[config.mk]
export PLATFORM = sky130hd
export DESIGN_NAME = apb4_master_flat
export DESIGN_NICKNAME = d
export VERILOG_FILES = /design/src/rtl/apb4_master_pkg.sv /design/src/rtl/apb4_master_if.sv /design/src/rtl/apb4_master_timeout_counter.sv /design/src/rtl/apb4_master.sv /design/src/flat_wrapper.sv
export SDC_FILE = /design/constraint.sdc
export NUM_CORES = 1
export LEC_CHECK = 0
export CAP_MARGIN = 20
export CORE_MARGIN = 1
export CORE_UTILIZATION = 40
export CTS_CLUSTER_SIZE = 24
export DETAILED_ROUTE_END_ITERATION = 10
export HOLD_SLACK_MARGIN = 0.08
export PLACE_DENSITY = 0.78
export SETUP_SLACK_MARGIN = 0.4
export SLEW_MARGIN = 20
export SYNTH_ARGS = -nofsm -noshare
export SYNTH_HDL_FRONTEND = slang
export SYNTH_HIERARCHICAL = 1
export SYNTH_SLANG_ARGS = --single-unit
[constraint.sdc]
create_clock -name clk -period 7.2 [get_ports clk]
set_input_delay 1.44 -clock clk [delete_from_list [all_inputs] [get_ports clk]]
set_output_delay 1.44 -clock clk [all_outputs]
set_load 0.05 [all_outputs]
[src/rtl/apb4_master_pkg.sv]
// -----------------------------------------------------------------------------
// apb4_pkg
// Shared types and constants for the APB4 initiator.
//   apb4_state_e : transfer FSM states (IDLE, SETUP, ACCESS, RESP)
//   APB4_PROT_W  : width of pprot
// -----------------------------------------------------------------------------
package apb4_pkg;

    localparam int APB4_PROT_W = 3;

    typedef enum logic [1:0] {
        IDLE   = 2'd0,
        SETUP  = 2'd1,
        ACCESS = 2'd2,
        RESP   = 2'd3
    } apb4_state_e;

endpackage

[src/rtl/apb4_master_if.sv]
// -----------------------------------------------------------------------------
// apb4_master_if
// APB4 bus bundle between one initiator and one completer.
//   master modport : drives psel/penable/pwrite/paddr/pwdata/pstrb/pprot,
//                    receives pready/prdata/pslverr
//   slave modport  : the mirror image
// -----------------------------------------------------------------------------
interface apb4_master_if #(
    parameter int ADDR_WIDTH = 32,
    parameter int DATA_WIDTH = 32
);
    import apb4_pkg::*;

    logic                      psel;
    logic                      penable;
    logic                      pwrite;
    logic [ADDR_WIDTH-1:0]     paddr;
    logic [DATA_WIDTH-1:0]     pwdata;
    logic [DATA_WIDTH/8-1:0]   pstrb;
    logic [APB4_PROT_W-1:0]    pprot;
    logic                      pready;
    logic [DATA_WIDTH-1:0]     prdata;
    logic                      pslverr;

    modport master (
        output psel, penable, pwrite, paddr, pwdata, pstrb, pprot,
        input  pready, prdata, pslverr
    );

    modport slave (
        input  psel, penable, pwrite, paddr, pwdata, pstrb, pprot,
        output pready, prdata, pslverr
    );

endinterface

[src/rtl/apb4_master_timeout_counter.sv]
// -----------------------------------------------------------------------------
// apb4_timeout_counter
// Counts ACCESS-phase wait cycles and flags the last permitted one.
//   clk, rst   : clock, asynchronous active-high reset
//   i_clr      : restart the count at 0 (takes priority over i_en)
//   i_en       : advance the count by one (saturating)
//   o_expired  : count has reached LIMIT-1; constant 0 when LIMIT == 0
// -----------------------------------------------------------------------------
module apb4_timeout_counter #(
    parameter int LIMIT = 256
) (
    input  logic clk,
    input  logic rst,
    input  logic i_clr,
    input  logic i_en,
    output logic o_expired
);
    // $clog2(1) is 0, so LIMIT == 0 still gets a one-bit counter.
    localparam int CW = (LIMIT > 0) ? $clog2(LIMIT + 1) : 1;
    localparam logic [CW-1:0] LAST = CW'((LIMIT > 0) ? (LIMIT - 1) : 0);
    localparam logic [CW-1:0] SAT  = {CW{1'b1}};

    logic [CW-1:0] r_count;

    // Wait-cycle count; stops at all-ones so a disabled timeout never wraps.
    always_ff @(posedge clk or posedge rst) begin
        if (rst) begin
            r_count <= {CW{1'b0}};
        end else if (i_clr) begin
            r_count <= {CW{1'b0}};
        end else if (i_en && (r_count != SAT)) begin
            r_count <= r_count + CW'(1'b1);
        end else begin
            r_count <= r_count;
        end
    end

    assign o_expired = (LIMIT != 0) ? (r_count == LAST) : 1'b0;

endmodule

[src/rtl/apb4_master.sv]
// -----------------------------------------------------------------------------
// apb4_master
// APB4 initiator: takes one read/write command at a time on a valid/ready
// command port, runs the SETUP and ACCESS phases on the APB bus and returns
// read data / error status on a valid/ready response port. An ACCESS phase
// that lasts TIMEOUT_CYCLES cycles without pready is aborted (0 disables).
// DATA_WIDTH must be 8, 16 or 32.
//   clk, rst                     : clock, asynchronous active-high reset
//   i_cmd_valid / o_cmd_ready    : command handshake
//   i_cmd_write/addr/wdata/strb/prot : command fields
//   o_rsp_valid / i_rsp_ready    : response handshake
//   o_rsp_rdata/err/timeout      : response fields
//   m                            : APB4 bus (master modport)
// All outputs come straight from flops and reset to 0.
// -----------------------------------------------------------------------------
module apb4_master
    import apb4_pkg::*;
#(
    parameter int ADDR_WIDTH     = 32,
    parameter int DATA_WIDTH     = 32,
    parameter int TIMEOUT_CYCLES = 256
) (
    input  logic                      clk,
    input  logic                      rst,
    input  logic                      i_cmd_valid,
    output logic                      o_cmd_ready,
    input  logic                      i_cmd_write,
    input  logic [ADDR_WIDTH-1:0]     i_cmd_addr,
    input  logic [DATA_WIDTH-1:0]     i_cmd_wdata,
    input  logic [DATA_WIDTH/8-1:0]   i_cmd_strb,
    input  logic [APB4_PROT_W-1:0]    i_cmd_prot,
    output logic                      o_rsp_valid,
    input  logic                      i_rsp_ready,
    output logic [DATA_WIDTH-1:0]     o_rsp_rdata,
    output logic                      o_rsp_err,
    output logic                      o_rsp_timeout,
    apb4_master_if.master             m
);
    localparam int STRB_W = DATA_WIDTH / 8;

    typedef struct packed {
        logic                   write;
        logic [ADDR_WIDTH-1:0]  addr;
        logic [DATA_WIDTH-1:0]  wdata;
        logic [STRB_W-1:0]      strb;
        logic [APB4_PROT_W-1:0] prot;
    } apb4_cmd_t;

    apb4_state_e            r_state;
    apb4_cmd_t              r_cmd;
    logic                   r_psel;
    logic                   r_penable;
    logic                   r_cmd_ready;
    logic                   r_rsp_valid;
    logic [DATA_WIDTH-1:0]  r_rsp_rdata;
    logic                   r_rsp_err;
    logic                   r_rsp_timeout;

    apb4_cmd_t              w_cmd;
    logic                   w_cnt_clr;
    logic                   w_cnt_en;
    logic                   w_expired;

    // Bus image of the incoming command: reads carry zero data and strobes.
    always_comb begin
        w_cmd.write = i_cmd_write;
        w_cmd.addr  = i_cmd_addr;
        w_cmd.prot  = i_cmd_prot;
        if (i_cmd_write) begin
            w_cmd.wdata = i_cmd_wdata;
            w_cmd.strb  = i_cmd_strb;
        end else begin
            w_cmd.wdata = {DATA_WIDTH{1'b0}};
            w_cmd.strb  = {STRB_W{1'b0}};
        end
    end

    assign w_cnt_clr = (r_state == SETUP);
    assign w_cnt_en  = (r_state == ACCESS) && !m.pready;

    apb4_timeout_counter #(
        .LIMIT (TIMEOUT_CYCLES)
    ) u_timeout (
        .clk       (clk),
        .rst       (rst),
        .i_clr     (w_cnt_clr),
        .i_en      (w_cnt_en),
        .o_expired (w_expired)
    );

    // Transfer FSM with all bus and response outputs registered.
    always_ff @(posedge clk or posedge rst) begin
        if (rst) begin
            r_state       <= IDLE;
            r_cmd         <= {$bits(apb4_cmd_t){1'b0}};
            r_psel        <= 1'b0;
            r_penable     <= 1'b0;
            r_cmd_ready   <= 1'b0;
            r_rsp_valid   <= 1'b0;
            r_rsp_rdata   <= {DATA_WIDTH{1'b0}};
            r_rsp_err     <= 1'b0;
            r_rsp_timeout <= 1'b0;
        end else begin
            case (r_state)
                IDLE: begin
                    if (i_cmd_valid && r_cmd_ready) begin
                        r_cmd       <= w_cmd;
                        r_psel      <= 1'b1;
                        r_penable   <= 1'b0;
                        r_cmd_ready <= 1'b0;
                        r_state     <= SETUP;
                    end else begin
                        // Also raises ready on the first cycle after reset.
                        r_cmd_ready <= 1'b1;
                    end
                end
                SETUP: begin
                    r_penable <= 1'b1;
                    r_state   <= ACCESS;
                end
                ACCESS: begin
                    // pready wins even on the cycle the timeout would fire.
                    if (m.pready) begin
                        r_psel        <= 1'b0;
                        r_penable     <= 1'b0;
                        r_rsp_valid   <= 1'b1;
                        r_rsp_rdata   <= r_cmd.write ? {DATA_WIDTH{1'b0}} : m.prdata;
                        r_rsp_err     <= m.pslverr;
                        r_rsp_timeout <= 1'b0;
                        r_state       <= RESP;
                    end else if (w_expired) begin
                        r_psel        <= 1'b0;
                        r_penable     <= 1'b0;
                        r_rsp_valid   <= 1'b1;
                        r_rsp_rdata   <= {DATA_WIDTH{1'b0}};
                        r_rsp_err     <= 1'b1;
                        r_rsp_timeout <= 1'b1;
                        r_state       <= RESP;
                    end else begin
                        r_state <= ACCESS;
                    end
                end
                RESP: begin
                    if (i_rsp_ready) begin
                        r_rsp_valid <= 1'b0;
                        r_cmd_ready <= 1'b1;
                        r_state     <= IDLE;
                    end else begin
                        r_state <= RESP;
                    end
                end
                default: begin
                    r_psel      <= 1'b0;
                    r_penable   <= 1'b0;
                    r_rsp_valid <= 1'b0;
                    r_cmd_ready <= 1'b0;
                    r_state     <= IDLE;
                end
            endcase
        end
    end

    assign o_cmd_ready   = r_cmd_ready;
    assign o_rsp_valid   = r_rsp_valid;
    assign o_rsp_rdata   = r_rsp_rdata;
    assign o_rsp_err     = r_rsp_err;
    assign o_rsp_timeout = r_rsp_timeout;

    assign m.psel    = r_psel;
    assign m.penable = r_penable;
    assign m.pwrite  = r_cmd.write;
    assign m.paddr   = r_cmd.addr;
    assign m.pwdata  = r_cmd.wdata;
    assign m.pstrb   = r_cmd.strb;
    assign m.pprot   = r_cmd.prot;

endmodule

[src/flat_wrapper.sv]
// flat-port wrapper written by rule: the top's interface ports become plain ports
module apb4_master_flat import apb4_pkg::*;
#(
    parameter int ADDR_WIDTH     = 32,
    parameter int DATA_WIDTH     = 32,
    parameter int TIMEOUT_CYCLES = 256
)
  (clk, rst, i_cmd_valid, o_cmd_ready, i_cmd_write, i_cmd_addr, i_cmd_wdata, i_cmd_strb, i_cmd_prot, o_rsp_valid, i_rsp_ready, o_rsp_rdata, o_rsp_err, o_rsp_timeout, m_psel, m_penable, m_pwrite, m_paddr, m_pwdata, m_pstrb, m_pprot, m_pready, m_prdata, m_pslverr);
  apb4_master_if #(.ADDR_WIDTH(ADDR_WIDTH), .DATA_WIDTH(DATA_WIDTH)) m_i ();
  input  logic clk;
  input  logic rst;
  input  logic i_cmd_valid;
  output logic o_cmd_ready;
  input  logic i_cmd_write;
  input  logic [ADDR_WIDTH-1:0] i_cmd_addr;
  input  logic [DATA_WIDTH-1:0] i_cmd_wdata;
  input  logic [DATA_WIDTH/8-1:0] i_cmd_strb;
  input  logic [APB4_PROT_W-1:0] i_cmd_prot;
  output logic o_rsp_valid;
  input  logic i_rsp_ready;
  output logic [DATA_WIDTH-1:0] o_rsp_rdata;
  output logic o_rsp_err;
  output logic o_rsp_timeout;
  output wire logic [$bits(m_i.psel)-1:0] m_psel;
  output wire logic [$bits(m_i.penable)-1:0] m_penable;
  output wire logic [$bits(m_i.pwrite)-1:0] m_pwrite;
  output wire logic [$bits(m_i.paddr)-1:0] m_paddr;
  output wire logic [$bits(m_i.pwdata)-1:0] m_pwdata;
  output wire logic [$bits(m_i.pstrb)-1:0] m_pstrb;
  output wire logic [$bits(m_i.pprot)-1:0] m_pprot;
  input wire logic [$bits(m_i.pready)-1:0] m_pready;
  input wire logic [$bits(m_i.prdata)-1:0] m_prdata;
  input wire logic [$bits(m_i.pslverr)-1:0] m_pslverr;
  assign m_psel = m_i.psel;
  assign m_penable = m_i.penable;
  assign m_pwrite = m_i.pwrite;
  assign m_paddr = m_i.paddr;
  assign m_pwdata = m_i.pwdata;
  assign m_pstrb = m_i.pstrb;
  assign m_pprot = m_i.pprot;
  assign m_i.pready = m_pready;
  assign m_i.prdata = m_prdata;
  assign m_i.pslverr = m_pslverr;
  apb4_master #(.ADDR_WIDTH(ADDR_WIDTH), .DATA_WIDTH(DATA_WIDTH), .TIMEOUT_CYCLES(TIMEOUT_CYCLES)) u_core (.clk(clk), .rst(rst), .i_cmd_valid(i_cmd_valid), .o_cmd_ready(o_cmd_ready), .i_cmd_write(i_cmd_write), .i_cmd_addr(i_cmd_addr), .i_cmd_wdata(i_cmd_wdata), .i_cmd_strb(i_cmd_strb), .i_cmd_prot(i_cmd_prot), .o_rsp_valid(o_rsp_valid), .i_rsp_ready(i_rsp_ready), .o_rsp_rdata(o_rsp_rdata), .o_rsp_err(o_rsp_err), .o_rsp_timeout(o_rsp_timeout), .m(m_i));
endmodule
==> impl_metrics.toml, run 1 <==
[setup_path]
critical_path.cell_chain = "clkdlybuf4s50_1 > nand4bb_4 > buf_4 > mux2_4"
r2r_end = "u_core/o_rsp_rdata[1]"
path_class = "input port to flop"
worstPathMaxFanout = 80
start_kind = "input port"
reg2reg_from = "u_core/u_timeout/r_count[0]"
critical-path-top-delay-family = "buffers and inverters"
reg2regPathDepth = 6
worst_ep_required_time_ns = 7.48
worst-path-buf-inv = 2
cp_num_cells = 4
slowest_stage = "buf_4"
end_kind = "flop"
reg2reg_slack_ns = 4.84
crit_start = "i_cmd_valid"
cp-endpoint = "u_core/m.pprot[0]"
max_stage_delay_ns = 0.61
cp.arrival_ns = 3.62

[floorplan]
io_pins = 220
die_area_um2 = 13400
die_y_um = 116
die_w_um = 116
initial_core_util_pct = 41.1
core.rowCount = 41
core_area_um2 = 12600

[clocking]
postCtsSetupBuffers = 0
cts_sinks = 121
htree_levels = 4
cts_resized = 0
cts-root-buf = "clkbuf_16"
clkLatencyLatePin_ns = 0.41
path_clk_slew_ns = 0.05
cts_max_path_buffers = 2
cts_hold_buf = 0
cts_tree = "built"
cts_made_buffers = 17

[route]
drc = 0
vias_per_cell = 4.64
drt-pass1-iter-count = 4
vias = 3941
drt-total-wl_mm = 12.8
ant_nets = 0
drtIter0Drc = 178
wl_per_cell_um = 15.1

[cells_and_area]
fin_area_um2 = 8020
nets = 779
area_growth_pct = 54.7
fin_util_pct = 63.6
diodes = 0
drive_above_1_share_pct = 10.8

[sta]
fin_skew_ns = 0.00879
relSlewSlack_pct = 28.3
tightestPinTransition_ns = 1.08
hold_viol = 0
fmax_mhz = 300
rsz0062_at_grt = "no"
setup_violations = 0
period_share_pct = 46.3
fin_crit_ns = 3.33
drv_slew = 0
fin_tns_setup_ns = 0

[global_route]
grt_usage_pct = 19.4
antenna_found_initial = 0
grt_pass1_vias = 3989
grt-ovfl-total = 0
grt_pass1_wl_mm = 19.8
grt_max_degree = 81

[synth]
synthCells = 450
yosysSeqAreaShare_pct = 58.4
synth.avg_cell_area_um2 = 11.5
ys_ff_latch = 121
synth_nets = 563
yosys_warnings = 6
synth.distinct_cells = 36
synth_area_um2 = 5190

[placement]
place_hpwl_mm = 9.10
postPlaceCellArea_um2 = 7450
place_congestion = 0.790
portBuffers = 219

[power]
leakage_nw = 3.61
irDropWorstVdd_mv = 0.240
p_total_mw = 4.25
p_per_area_nw_per_um2 = 529

[flow_run]
drv_cap = 0

[worst_hold_path]
hp-class = "flop to flop"

[status]
status = "finished clean"
[worst min-delay path by stage]
stage | startpoint | to | cells past startpoint
CTS | u_core/m.pwdata[2] | u_core/m.pwdata[2] | 2
detailed placement | u_core/m.pwdata[2] | u_core/m.pwdata[2] | 2
global placement | u_core/m.pwdata[3] | u_core/m.pwdata[3] | 2
floorplan | u_core/u_timeout/r_count[7] | u_core/u_timeout/r_count[7] | 2
finish | u_core/m.pwdata[2] | u_core/m.pwdata[2] | 2
global route | u_core/m.pwdata[21] | u_core/m.pwdata[21] | 2
[power by group]
group | switching (mW) | internal [mW]
logic | 1.43 | 0.820
clock network | 0.286 | 0.546
registers | 0.188 | 0.981
[tightest hold or removal path, delay by kind of cell, from the launching register on]
| family | cells | cell delay [ns] |
|---|---|---|
| and+or+nand+nor | 1 | 0.05 |
| AOI/OAI and AO/OA | 1 | 0.06 |
| DFF | 1 | 0.34 |
[placed cells by master, fill, tap and decap left out]
cell             netlist  routed
a211oi_1               1       1
a21o_1                 1       1
a21oi_1                8       8
and3_1                 1       1
buf_4                  0       3
bufinv_16              0       3
clkbuf_1               4       3
clkbuf_16              0      17
clkbuf_8               0       1
clkdlybuf4s50_1        0     219
clkinv_2               0       4
clkinvlp_4             0       2
dfrtp_1              121     121
ha_1                   3       3
inv_1                 38      37
inv_4                  0       1
mux2_4                36      36
mux2i_1               33      33
nand2_1              109     109
nand3_1                3       3
nand3b_1               1       1
nand4_1                1       1
nand4b_1               1       1
nand4b_4               1       1
nand4bb_4              0       1
nor2_1                 7       7
nor2b_1                5       4
nor2b_4                1       2
nor3_1                 1       1
o211ai_1               1       1
o21a_2                 0       1
o21ai_0               38      38
o21ai_1                2       2
o22a_1                 1       1
o31ai_1                2       2
or3_1                  2       2
or3_2                  1       1
or4_1                  2       2
xnor2_1                2       2
[cells in the mapped netlist (all sizes together)]
cell	count	area share, %
nand3	3	0.29
o22a	1	0.17
and3	1	0.12
nor2	7	0.51
mux2	36	10
xnor2	2	0.34
nand4	1	0.12
o211ai	1	0.14
clkbuf	7	0.58
o31ai	2	0.29
a21o	1	0.14
nand2	109	7.9
a21oi	8	0.77
dfrtp	121	58
or4	2	0.29
or3	3	0.39
nand4bb	1	0.22
nand4b	2	0.63
ha	3	0.72
buf	18	3.2
o21a	1	0.14
nand3b	1	0.14
nor3	1	0.096
mux2i	33	6.4
nor2b	6	0.87
o21ai	40	3.9
a211oi	1	0.14
inv	38	2.8
[kinds of logic after synthesis]
kind of cell	after synthesis	share of synthesized area (%)
compound gates	55	5.67
xor+xnor	2	0.338
fa+ha+maj	3	0.724
buf+inv	63	6.54
flops	121	58.4
mux	69	16.8
simple gates	137	11.6
[flip-flops by register name, summed over array words and instances (netlist names)]
name	cells
u_core/u_timeout/r_count	9
u_core/m.penable	1
u_core/o_rsp_valid	1
u_core/m.pstrb	4
u_core/o_rsp_timeout	1
u_core/o_rsp_err	1
u_core/m.psel	1
u_core/o_rsp_rdata	32
u_core/m.pwrite	1
u_core/m.pwdata	32
u_core/m.paddr	32
u_core/o_cmd_ready	1
u_core/r_state	2
u_core/m.pprot	3
[routing by layer]
metal | vias up | part of all wire, % | global-route usage (%)
met4 | 0 | 1.7 | 7.18
met1 | 1868 | 41 | 23.2
li1 | 1895 | - | -
met2 | 159 | 49 | 32.5
met3 | 19 | 7.6 | 6.75
met5 | - | 0 | 0
[per-stage QoR]
step	hold slack, ns	instances	worst slack [ns]
final	0.476	849	3.87
after global routing	0.496	849	3.77
after CTS	0.481	849	3.89
after detailed placement	0.469	819	3.47
after global placement	0.461	819	3.50
after floorplan	0.519	450	2.80
[layout make-up]
type,count,area [um^2]
Tap cell,172,215
Inverter,38,145
Fill cell,1008,4600
Sequential cell,121,3030
Clock buffer,21,450
Clock inverter,9,125
Multi-Input combinational cell,266,1840
Timing Repair Buffer,222,2210
No activity file was read; power rests on OpenSTA's default activity.
==> run 2, diff against run 1 <==
==> constraint.sdc (replaced) <==
create_clock -name clk -period 3.3 [get_ports clk]
set_input_delay 0.66 -clock clk [delete_from_list [all_inputs] [get_ports clk]]
set_output_delay 0.66 -clock clk [all_outputs]
set_load 0.05 [all_outputs]
==> impl_metrics.toml, run 2 (synthesis gave the netlist of run 1 again) <==
[cells_and_area]
nets = 783
layout_common_cells = "219 x clkdlybuf4s50_1, 121 x dfrtp_1, 109 x nand2_1, 38 x o21ai_0, 37 x inv_1"
fin_area_um2 = 8040
fill_cells = 1023
diodes = 0
fin_util_pct = 63.7
drive_above_1_share_pct = 11.3
mostFrequentLayoutCell = "clkdlybuf4s50_1"
area_growth_pct = 54.9

[sta]
period_share_pct = 70.8
fin_skew_ns = 0.00595
fin_tns_setup_ns = 0
hold_viol = 0
rsz0062_at_grt = "no"
fin_crit_ns = 2.34
setup_violations = 0
relSlewSlack_pct = 44.2
drv_slew = 0
tightestPinTransition_ns = 0.838
fmax_mhz = 428

[setup_path]
worstPathMaxFanout = 3
end_kind = "output port"
max_stage_delay_ns = 0.85
critical_path.cell_chain = "clkdlybuf4s50_1"
path_class = "flop to output port"
slowest_stage = "clkdlybuf4s50_1"
worst-path-buf-inv = 1
start_kind = "flop"
cp.arrival_ns = 1.68
critical-path-top-delay-family = "buffers and inverters"
reg2reg_slack_ns = 1.25
worst_ep_required_time_ns = 2.64

[clocking]
cts_sinks = 121
clkLatencyLatePin_ns = 0.41
cts_tree = "built"
cts_resized = 0
cts_hold_buf = 0
cts_made_buffers = 17
cts_max_path_buffers = 2
htree_levels = 4
path_clk_slew_ns = 0.05
cts-root-buf = "clkbuf_16"
postCtsSetupBuffers = 0

[global_route]
grt_usage_pct = 19.4
grt_max_degree = 81
grt_pass1_wl_mm = 19.7
grt-ovfl-total = 0
grt_pass1_vias = 4039
antenna_found_initial = 0

[power]
power.internal_mw = 5.04
power_frac_clock_pct = 18.5
p_sw_mw = 4.11
p_per_area_nw_per_um2 = 1140
irDropWorstVdd_mv = 0.780
seqPwrFrac_pct = 27.9
swShare_pct = 44.9
leakage_nw = 3.63
power_frac_comb_pct = 53.5

[floorplan]
io_pins = 220
initial_core_util_pct = 41.1
die_y_um = 116
core_area_um2 = 12600
die_area_um2 = 13400
core.rowCount = 41
die_w_um = 116

[route]
vias = 3959
drt-pass1-iter-count = 4
vias_per_cell = 4.65
drc = 0
ant_nets = 0
wl_per_cell_um = 14.9
drtIter0Drc = 162
drt-total-wl_mm = 12.7

[placement]
portBuffers = 219
postPlaceCellArea_um2 = 7490
place_hpwl_mm = 9.16
place_congestion = 0.811

[worst_hold_path]
hp-class = "flop to flop"

[status]
status = "finished clean"

[flow_run]
drv_cap = 0
## run 2: changes by cell type in the layout (fill, tap and decap cells not counted), sizes merged
cell,delta
buf,+4
bufinv,-3
clkinv,-2
clkbuf,+5
clkinvlp,-1
inv,-1
## run 2: routing by layer
layer	GRT usage [%]	vias up	wire length, um
li1	-	1908	-
met1	22.8	1876	5190
met2	31.5	156	6060
met3	7.69	19	1170
met4	8.38	0	229
met5	0	-	0
## run 2: worst min-delay path: cells and delay by family, from the launching register on
family,cells,cell delay (ns)
AO/OA/AOI/OAI,1,0.06
AND/OR/NAND/NOR,1,0.04
flip-flops,1,0.33
## run 2: worst paths after layout
kind	start	to	depth (start not counted)
max	u_core/m.pwrite	m_pwrite	1
min	u_core/m.pwdata[1]	u_core/m.pwdata[1]	2
max reg2reg	u_core/u_timeout/r_count[0]	u_core/o_rsp_rdata[3]	7
min reg2reg	u_core/m.pwdata[1]	u_core/m.pwdata[1]	2
max in group asynchronous	rst	u_core/m.paddr[6]	3
min in group asynchronous	rst	u_core/u_timeout/r_count[5]	2
## run 2: area by class of cell
cell class | instances | area (um^2) | area share [%]
clock buffers | 26 | 539 | 6.71
flip-flops and latches | 121 | 3030 | 37.7
well taps | 172 | 215 | 2.68
repair buffers | 226 | 2260 | 28.1
multi-input cells | 266 | 1840 | 22.9
inverters | 38 | 146 | 1.82
clock inverters | 2 | 10.0 | 0.125
## run 2: stage by stage
stage | power, mW | hold WS, ns | setup slack, ns | cells
after CTS | 9.22 | 0.481 | 0.934 | 851
after global placement | 7.37 | 0.460 | 0.948 | 823
final | 9.15 | 0.474 | 0.965 | 851
after global routing | 9.56 | 0.493 | 0.915 | 851
after floorplan | 5.85 | 0.488 | 1.28 | 450
after detailed placement | 7.48 | 0.470 | 0.890 | 823
## run 2: power by group through the flow
stage               clock, mW  combinational, mW  sequential, mW
floorplan                   0               1.18            4.66
global placement            0               4.84            2.53
detailed placement          0               4.91            2.56
CTS                      1.73               4.93            2.56
global route             1.81               5.12            2.63
finish                   1.70               4.90            2.55
